===== config.mk =====
export PLATFORM = sky130hd
export DESIGN_NAME = mmio_timer
export DESIGN_NICKNAME = d
export VERILOG_FILES = /design/src/rtl/mmio_timer.sv
export SDC_FILE = /design/constraint.sdc
export NUM_CORES = 2
export LEC_CHECK = 0
export BUFFER_PORTS_ARGS = -buffer_cell sky130_fd_sc_hd__clkbuf_2
export CAP_MARGIN = 40
export CORE_ASPECT_RATIO = 0.9
export CORE_UTILIZATION = 25
export CTS_CLUSTER_DIAMETER = 30
export CTS_CLUSTER_SIZE = 40
export DETAILED_ROUTE_END_ITERATION = 6
export SLEW_MARGIN = 20
export SYNTH_ARGS = -nofsm -noshare
export SYNTH_HDL_FRONTEND = slang
export SYNTH_SLANG_ARGS = --single-unit

===== constraint.sdc =====
create_clock -name i_clk -period 15.8 [get_ports i_clk]
set_input_delay 3.16 -clock i_clk [delete_from_list [all_inputs] [get_ports i_clk]]
set_output_delay 3.16 -clock i_clk [all_outputs]
set_load 0.03 [all_outputs]

===== src/rtl/mmio_timer.sv =====
// Multi-channel prescaled timer/compare peripheral on the LSU MMIO request path.
// Each 16-byte slot holds COUNT, COMPARE, CTRL and STATUS for one channel.
module mmio_timer #(
   parameter int          N_CH      = 4,
   parameter int          CNT_W     = 32,
   parameter int          PSC_W     = 16,
   parameter logic [31:0] BASE_ADDR = 32'h0000_7800
) (
   input  logic            i_clk,
   input  logic            i_rst,
   input  logic [31:0]     i_lsu_addr,
   input  logic [31:0]     i_st_data,
   input  logic [3:0]      i_st_strb,
   input  logic            i_lsu_wren,
   input  logic            i_VALID,
   output logic            o_READY,
   output logic [31:0]     o_ld_data,
   output logic            o_hit,
   output logic [N_CH-1:0] o_irq,
   output logic            o_irq_any
);
   localparam int          CH_W      = (N_CH > 1) ? $clog2(N_CH) : 1;
   localparam logic [31:0] WIN_BYTES = 32'(16 * N_CH);

   typedef enum logic {IDLE = 1'b0, RESP = 1'b1} state_t;
   state_t state, state_nxt;

   logic [31:0]      offset;
   logic [31:0]      mask;
   logic [31:0]      rd_val;
   logic [CH_W-1:0]  ch_sel;
   logic [1:0]       reg_sel;
   logic             accept;

   logic [CNT_W-1:0] count_v   [N_CH];
   logic [CNT_W-1:0] compare_v [N_CH];
   logic [31:0]      ctrl_v    [N_CH];
   logic [1:0]       status_v  [N_CH];

   function automatic logic [31:0] byte_mask(input logic [3:0] strb);
      logic [31:0] m;
      m = 32'h0;
      for (int i = 0; i < 4; i++) m[8*i +: 8] = {8{strb[i]}};
      return m;
   endfunction

   assign offset    = i_lsu_addr - BASE_ADDR;
   assign o_hit     = i_VALID && (offset < WIN_BYTES);
   assign ch_sel    = offset[4 +: CH_W];
   assign reg_sel   = offset[3:2];
   assign mask      = byte_mask(i_st_strb);
   assign accept    = (state == IDLE) && o_hit;
   assign o_irq_any = |o_irq;

   // Read mux: selected register of the addressed channel, unimplemented bits zero.
   always_comb begin
      rd_val = 32'h0;
      case (reg_sel)
         2'd0:    rd_val = 32'(count_v[ch_sel]);
         2'd1:    rd_val = 32'(compare_v[ch_sel]);
         2'd2:    rd_val = ctrl_v[ch_sel];
         2'd3:    rd_val = {30'h0, status_v[ch_sel]};
         default: rd_val = 32'h0;
      endcase
   end

   // Handshake state register.
   always_ff @(posedge i_clk or posedge i_rst) begin
      if (i_rst) state <= IDLE;
      else       state <= state_nxt;
   end

   // Next state: a hit in IDLE is accepted; RESP always lasts one cycle.
   always_comb begin
      state_nxt = IDLE;
      case (state)
         IDLE:    if (o_hit) state_nxt = RESP; else state_nxt = IDLE;
         RESP:    state_nxt = IDLE;
         default: state_nxt = IDLE;
      endcase
   end

   // Response strobe decoded straight from the state flop.
   always_comb begin
      if (state == RESP) o_READY = 1'b1;
      else               o_READY = 1'b0;
   end

   // Load data captures the pre-edge register value at the accept edge.
   always_ff @(posedge i_clk or posedge i_rst) begin
      if (i_rst)       o_ld_data <= 32'h0;
      else if (accept) o_ld_data <= rd_val;
      else             o_ld_data <= o_ld_data;
   end

   for (genvar c = 0; c < N_CH; c++) begin : g_ch
      logic [CNT_W-1:0] count, compare;
      logic [PSC_W-1:0] psc, psc_cnt;
      logic             en, oneshot, ie, pend, ovf;
      logic             sel, count_wr, compare_wr, ctrl_wr, status_wr;
      logic             tick, fire, match;

      assign sel        = accept && i_lsu_wren && (ch_sel == CH_W'(c));
      assign count_wr   = sel && (reg_sel == 2'd0);
      assign compare_wr = sel && (reg_sel == 2'd1);
      assign ctrl_wr    = sel && (reg_sel == 2'd2);
      assign status_wr  = sel && (reg_sel == 2'd3);
      assign tick       = en && (psc_cnt == psc);
      // A software COUNT write on the tick edge swallows the whole tick.
      assign fire       = tick && !count_wr;
      assign match      = (count == compare);

      assign count_v[c]   = count;
      assign compare_v[c] = compare;
      assign ctrl_v[c]    = (32'(psc) << 16) | {29'h0, ie, oneshot, en};
      assign status_v[c]  = {ovf, pend};
      assign o_irq[c]     = pend & ie;

      // Channel state: prescaler, counter, compare, control and sticky flags.
      always_ff @(posedge i_clk or posedge i_rst) begin
         if (i_rst) begin
            count   <= {CNT_W{1'b0}};
            compare <= {CNT_W{1'b0}};
            psc     <= {PSC_W{1'b0}};
            psc_cnt <= {PSC_W{1'b0}};
            en      <= 1'b0;
            oneshot <= 1'b0;
            ie      <= 1'b0;
            pend    <= 1'b0;
            ovf     <= 1'b0;
         end else begin
            if (ctrl_wr || tick || !en) psc_cnt <= {PSC_W{1'b0}};
            else                        psc_cnt <= psc_cnt + PSC_W'(1);

            if (count_wr)
               count <= (count & ~mask[CNT_W-1:0]) | (i_st_data[CNT_W-1:0] & mask[CNT_W-1:0]);
            else if (fire && match && !oneshot)
               count <= {CNT_W{1'b0}};
            else if (fire && !match)
               count <= count + CNT_W'(1);
            else
               count <= count;

            if (compare_wr)
               compare <= (compare & ~mask[CNT_W-1:0]) | (i_st_data[CNT_W-1:0] & mask[CNT_W-1:0]);
            else
               compare <= compare;

            if (ctrl_wr) begin
               en      <= (en & ~mask[0]) | (i_st_data[0] & mask[0]);
               oneshot <= (oneshot & ~mask[1]) | (i_st_data[1] & mask[1]);
               ie      <= (ie & ~mask[2]) | (i_st_data[2] & mask[2]);
               psc     <= (psc & ~mask[16 +: PSC_W]) | (i_st_data[16 +: PSC_W] & mask[16 +: PSC_W]);
            end else if (fire && match && oneshot) begin
               en <= 1'b0;
            end else begin
               en <= en;
            end

            if (fire && match)                             pend <= 1'b1;
            else if (status_wr && i_st_data[0] && mask[0]) pend <= 1'b0;
            else                                           pend <= pend;

            if (fire && !match && (count == {CNT_W{1'b1}})) ovf <= 1'b1;
            else if (status_wr && i_st_data[1] && mask[1])  ovf <= 1'b0;
            else                                            ovf <= ovf;
         end
      end
   end
endmodule


=== Word level (Yosys, flattened, before mapping) ===
Cells that the tools add are included.

* Flip-flop bits (word level): 437
* Latch bits: 0
* Bits in writable memories: 0
* Memory bits (read-only): 0
* Bits of input ports: 72
* Output and inout port bits: 39
* Logic and storage cells: 299
* Memories kept: 0

* Add/sub/neg operators: 9
* $mul: 0
* Divide/modulo/power cells: 0
* $lt $le $gt $ge: 2
* Equal/unequal tests: 18
* Shifts and indexed selects: 0
* Mux-type cells: 56
* Bitwise logic cells: 66
* Reduce and logical (&&, ||, !) cells: 110

{| class="wikitable"
|+ Operators with widths
! cell !! number
|-
| two-way mux 32 bit || 18
|-
| bitwise AND 32 bit || 9
|-
| OR 32 bit || 8
|-
| binary-select mux 32 bit (select 2 bit) || 3
|-
| adder 32 x 1 -> 32 bit (second input constant) || 4
|-
| == test 32 bit || 4
|-
| == test 32 bit (second input constant) || 4
|-
| OR 32 x 3 -> 32 bit || 4
|-
| one-hot mux 32 bit (4 select lines) || 1
|-
| bitwise AND 16 bit || 5
|-
| logical AND 1 bit || 67
|-
| adder 16 x 1 -> 16 bit (second input constant) || 4
|-
| == test 16 bit || 4
|-
| two-way mux 16 bit || 4
|-
| OR 16 bit || 4
|-
| less-than comparator 32 x 7 -> 1 bit (second input constant) || 1
|-
| NOT 32 bit || 1
|-
| subtractor 32 x 15 -> 32 bit (second input constant) || 1
|-
| two-way mux 1 bit || 26
|-
| nonzero test 2 bit || 12
|-
| bitwise AND 1 bit || 19
|-
| zero test 1 bit || 16
|-
| NOT 16 bit || 1
|-
| OR 1 bit || 12
|-
| 12 further kinds || 29
|}

=== Longest topological paths before layout ===
* Depth after elaboration: 13
* Depth in mapped cells: 12
* Mapped depth without buffers: 9

=== Worst setup path before layout ===
OpenSTA, ideal clock, no wires.

* Path type: input-to-output
* From: input i_lsu_addr[17]
* To: output o_hit
* Data arrival time: 5.358 ns
* Data required time: 12.640 ns
* Slack: 7.282 ns
* Stages: 7
* Buffers on the path: 2
* Cell sequence: or3_1 clkbuf_1 o41ai_1 o31ai_1 or4b_2 clkbuf_1 nor2_1

* Word-level cells in the longest chain between the ends: 3

{| class="wikitable"
|+ RTL lines
! element !! RTL line !! RTL
|-
| from (decl) || 11 || <nowiki>input logic [31:0] i_lsu_addr,</nowiki>
|-
| subtractor 32 x 15 -> 32 bit || 47 || <nowiki>assign offset = i_lsu_addr - BASE_ADDR;</nowiki>
|-
| less-than comparator 32 x 7 -> 1 bit || 48 || <nowiki>assign o_hit = i_VALID && (offset < WIN_BYTES);</nowiki>
|-
| logical AND 1 bit || 48 ||
|-
| to (decl) || 18 || <nowiki>output logic o_hit,</nowiki>
|}

Every way passes these cells.

=== Worst setup path after layout ===
* From: input i_lsu_addr[15]
* To: output o_hit

The elaborated chain is that of the path after synthesis.

==> results by group <==
Critical path
  • Crit-path max FO: 7
  • Startpoint types: input port
  • Crit. End Element: output port
  • Crit path DAT: 5.68 ns
  • WP data required: 12.64 ns
  • Worst reg-to-reg setup slack: 11.67 ns
  • WS Path Type: input port to output port

Layout
  • Synthesis-to-layout area growth: 22.5%
  • Multi-input gate area: 15,300 µm²
  • Most frequent cells in the layout: dfrtp_1, nor2_1, mux2_2, nand2_1, nand3_1
  • Share of cells above drive strength 1: 23.7%
  • # nets final: 2,877
  • Register area: 10,900 µm²
  • Non-filler cells, final: 4,264
  • Fillers: 10,800
  • Most common cell after layout, fill and taps aside: dfrtp_1

Detailed routing
  • WL/cell: 25.1 µm
  • Iter 0 DRT Violations: 2,679
  • Vias per inst: 5.59
  • Final wirelength: 107,000 µm
  • Vias: 23,800
  • Final ANT Viol Nets: 0
  • Drt pass-1 iters: 6
  • Residual DRC count: 0

Clock tree
  • CTS tree: yes
  • Root buffer cell: clkbuf_16
  • Clock latency on the worst-skew pair: 0.67 ns
  • Number of buffers created by CTS: 106
  • Clock transition at path regs: 0.04 ns
  • Clock tree buffer depth: 3
  • Post-CTS setup repair buffer count: 0
  • Clk sinks: 437
  • Post-CTS Resized: 0
  • Hold-fix buffers at CTS: 0
  • Number of H-tree levels: 3

Timing
  • FMAX: 113 MHz
  • Setup-failing EPs final: 0
  • Endpoints failing hold: 0
  • Final Max Slew Viols: 0
  • Clk_skew: 0.0223 ns
  • Fin crit share: 56.0%
  • RSZ-0062 raised after global routing: false
  • Final min period: 8.84 ns
  • Relative slew margins: 40.0%
  • Setup TNS Final: 0 ns
  • Hold_ws: 0.472 ns
  • Least-Margin Pin Slew: 0.894 ns

Power
  • Sequential share of power: 32.0%
  • Switching share of power: 23.4%
  • Combinational fraction of design power: 3.9%
  • Leak Pwr: 0.0141 µW
  • Clock share of power: 64.1%
  • Internal Pwr Total: 2690 µW
  • Power per cell area: 107 nW/µm²
  • Switching power: 823 µW
  • Peak VDD IR: 78.4 µV

GRT
  • Pin count of the biggest net entering global routing: 96
  • GRT overflow: 0
  • Antenna violations before repair: 4
  • Total GRT Usage: 19.5%
  • First-pass GRT wire length: 158,000 µm
  • Vias in the first global route: 23,400

Floorplanning
  • Row cnt: 113
  • Core ar.: 106,000 µm²
  • Die Height: 313 µm
  • DIE AREA: 109,000 µm²
  • IO Pins: 111
  • Initial Util: 25.4%
  • Die W: 348 µm

Yosys
  • Synth Register Bits: 437
  • Syn avg cell area: 9.99 µm²
  • Synth top area share: 40.6%
  • Top post-synthesis cells by area: dfrtp_1, mux2_2, mux4_2, xor2_1, xnor2_1
  • Post-synth EDFFs: 0
  • Top FF cell, synth: dfrtp_1
  • Synthesized area: 26,900 µm²
  • Yosys warns: 0
  • Synth unique cells: 70
  • Synth Net Count: 2,775
  • Sequential fraction of the synthesis area: 40.6%
  • Syn Inst Count: 2,694
  • Ys async rst share: 100%
  • Cell taking the most area after synthesis: dfrtp_1

Hold path
  • Hold crit path type: flip-flop to flip-flop

Place
  • Inst Count DP: 4,062
  • Hpwl dp: 80,100 µm
  • Buffers on Ports: 108
  • GPL Wtd Cong: 0.973

Run
  • Max-Cap Viols: 0

Run status
  • Outcome: completed
per-stage QoR:
stage | utilization [%] | worst slack (ns) | total power [µW] | instance area (µm²)
after floorplan | - | 0.467 | 1210 | 26900
after global placement | 27.2 | 6.93 | 1270 | 28900
after detailed placement | 27.5 | 6.97 | 1280 | 29200
after CTS | 31.0 | 6.96 | 3530 | 32900
after global routing | 31.1 | 6.74 | 3600 | 33000
final | 31.1 | 6.96 | 3520 | 33000
critical path: stages:
cell      delay (ns)
clkbuf_2        0.13
or3_1           0.46
o41ai_1         0.45
o31ai_1         0.21
or4b_2          0.84
nor2_1          0.20
clkbuf_2        0.23
cell type report:
cell class | instances | area share (%)
sequential | 437 | 33.2
tap | 1380 | 5.24
clock buffer | 137 | 8.92
inverter | 25 | 0.307
clock inverter | 57 | 2.27
antenna | 2 | 0.0152
multi-input combinational | 2053 | 46.3
timing repair buffer | 173 | 3.75
worst paths after layout:
check,cells after the start,end,from
max,7,o_hit,i_lsu_addr[15]
min,2,o_ld_data[20]$_DFFE_PP0N_,o_ld_data[20]$_DFFE_PP0N_
max reg2reg,8,flip-flop,flip-flop
min reg2reg,2,o_ld_data[20]$_DFFE_PP0N_,o_ld_data[20]$_DFFE_PP0N_
max in group asynchronous,6,g_ch[2].psc_cnt[9]$_DFF_PP0_,i_rst
min in group asynchronous,2,asynchronous set/reset pin,i_rst
cells by family after synthesis:
| family | after synthesis | synth area share (%) |
|---|---|---|
| fa+ha+maj | 9 | 0.419 |
| buf+inv | 204 | 2.88 |
| flops | 437 | 40.6 |
| mux | 336 | 17.5 |
| simple gates | 1000 | 19.1 |
| compound gates | 460 | 11.4 |
| xor+xnor | 248 | 8.07 |
power by group through the flow:
stage	registers (µW)	logic, µW	clock network, µW
4_1_cts	1120	135	2280
6_report	1120	138	2250
3_5_place_dp	1140	135	0
5_1_grt	1120	146	2330
2_1_floorplan	1140	71.2	0
3_3_place_gp	1140	128	0
cell usage after synthesis (11+ instances only):
library cell	count
nor3_1	56
xor2_1	130
nor2b_1	26
nand2b_1	11
nand4_1	85
nor4_1	52
inv_1	25
a21o_1	23
nand3_1	168
a21oi_1	95
or4_1	16
and2_1	16
o21a_1	26
nand2_1	199
and4_1	16
o21ai_0	91
xnor2_1	118
o211ai_1	67
mux2_2	204
a21boi_0	13
dfrtp_1	437
and3_1	50
mux2i_1	40
buf_1	11
mux4_2	87
nand4b_1	14
or3_1	15
o311ai_0	18
nor2_1	231
a31oi_1	38
clkbuf_1	165
o31ai_1	13
per-layer routing:
layer / track usage [%] / vias up / share of wire (%)
li1: - / 10300 / -
met1: 25.8 / 11900 / 41
met2: 29.2 / 1380 / 44
met3: 4.69 / 285 / 10
met4: 10.1 / 8 / 5.2
met5: 0.738 / - / 0.15
No activity file was read; power rests on OpenSTA's default activity.
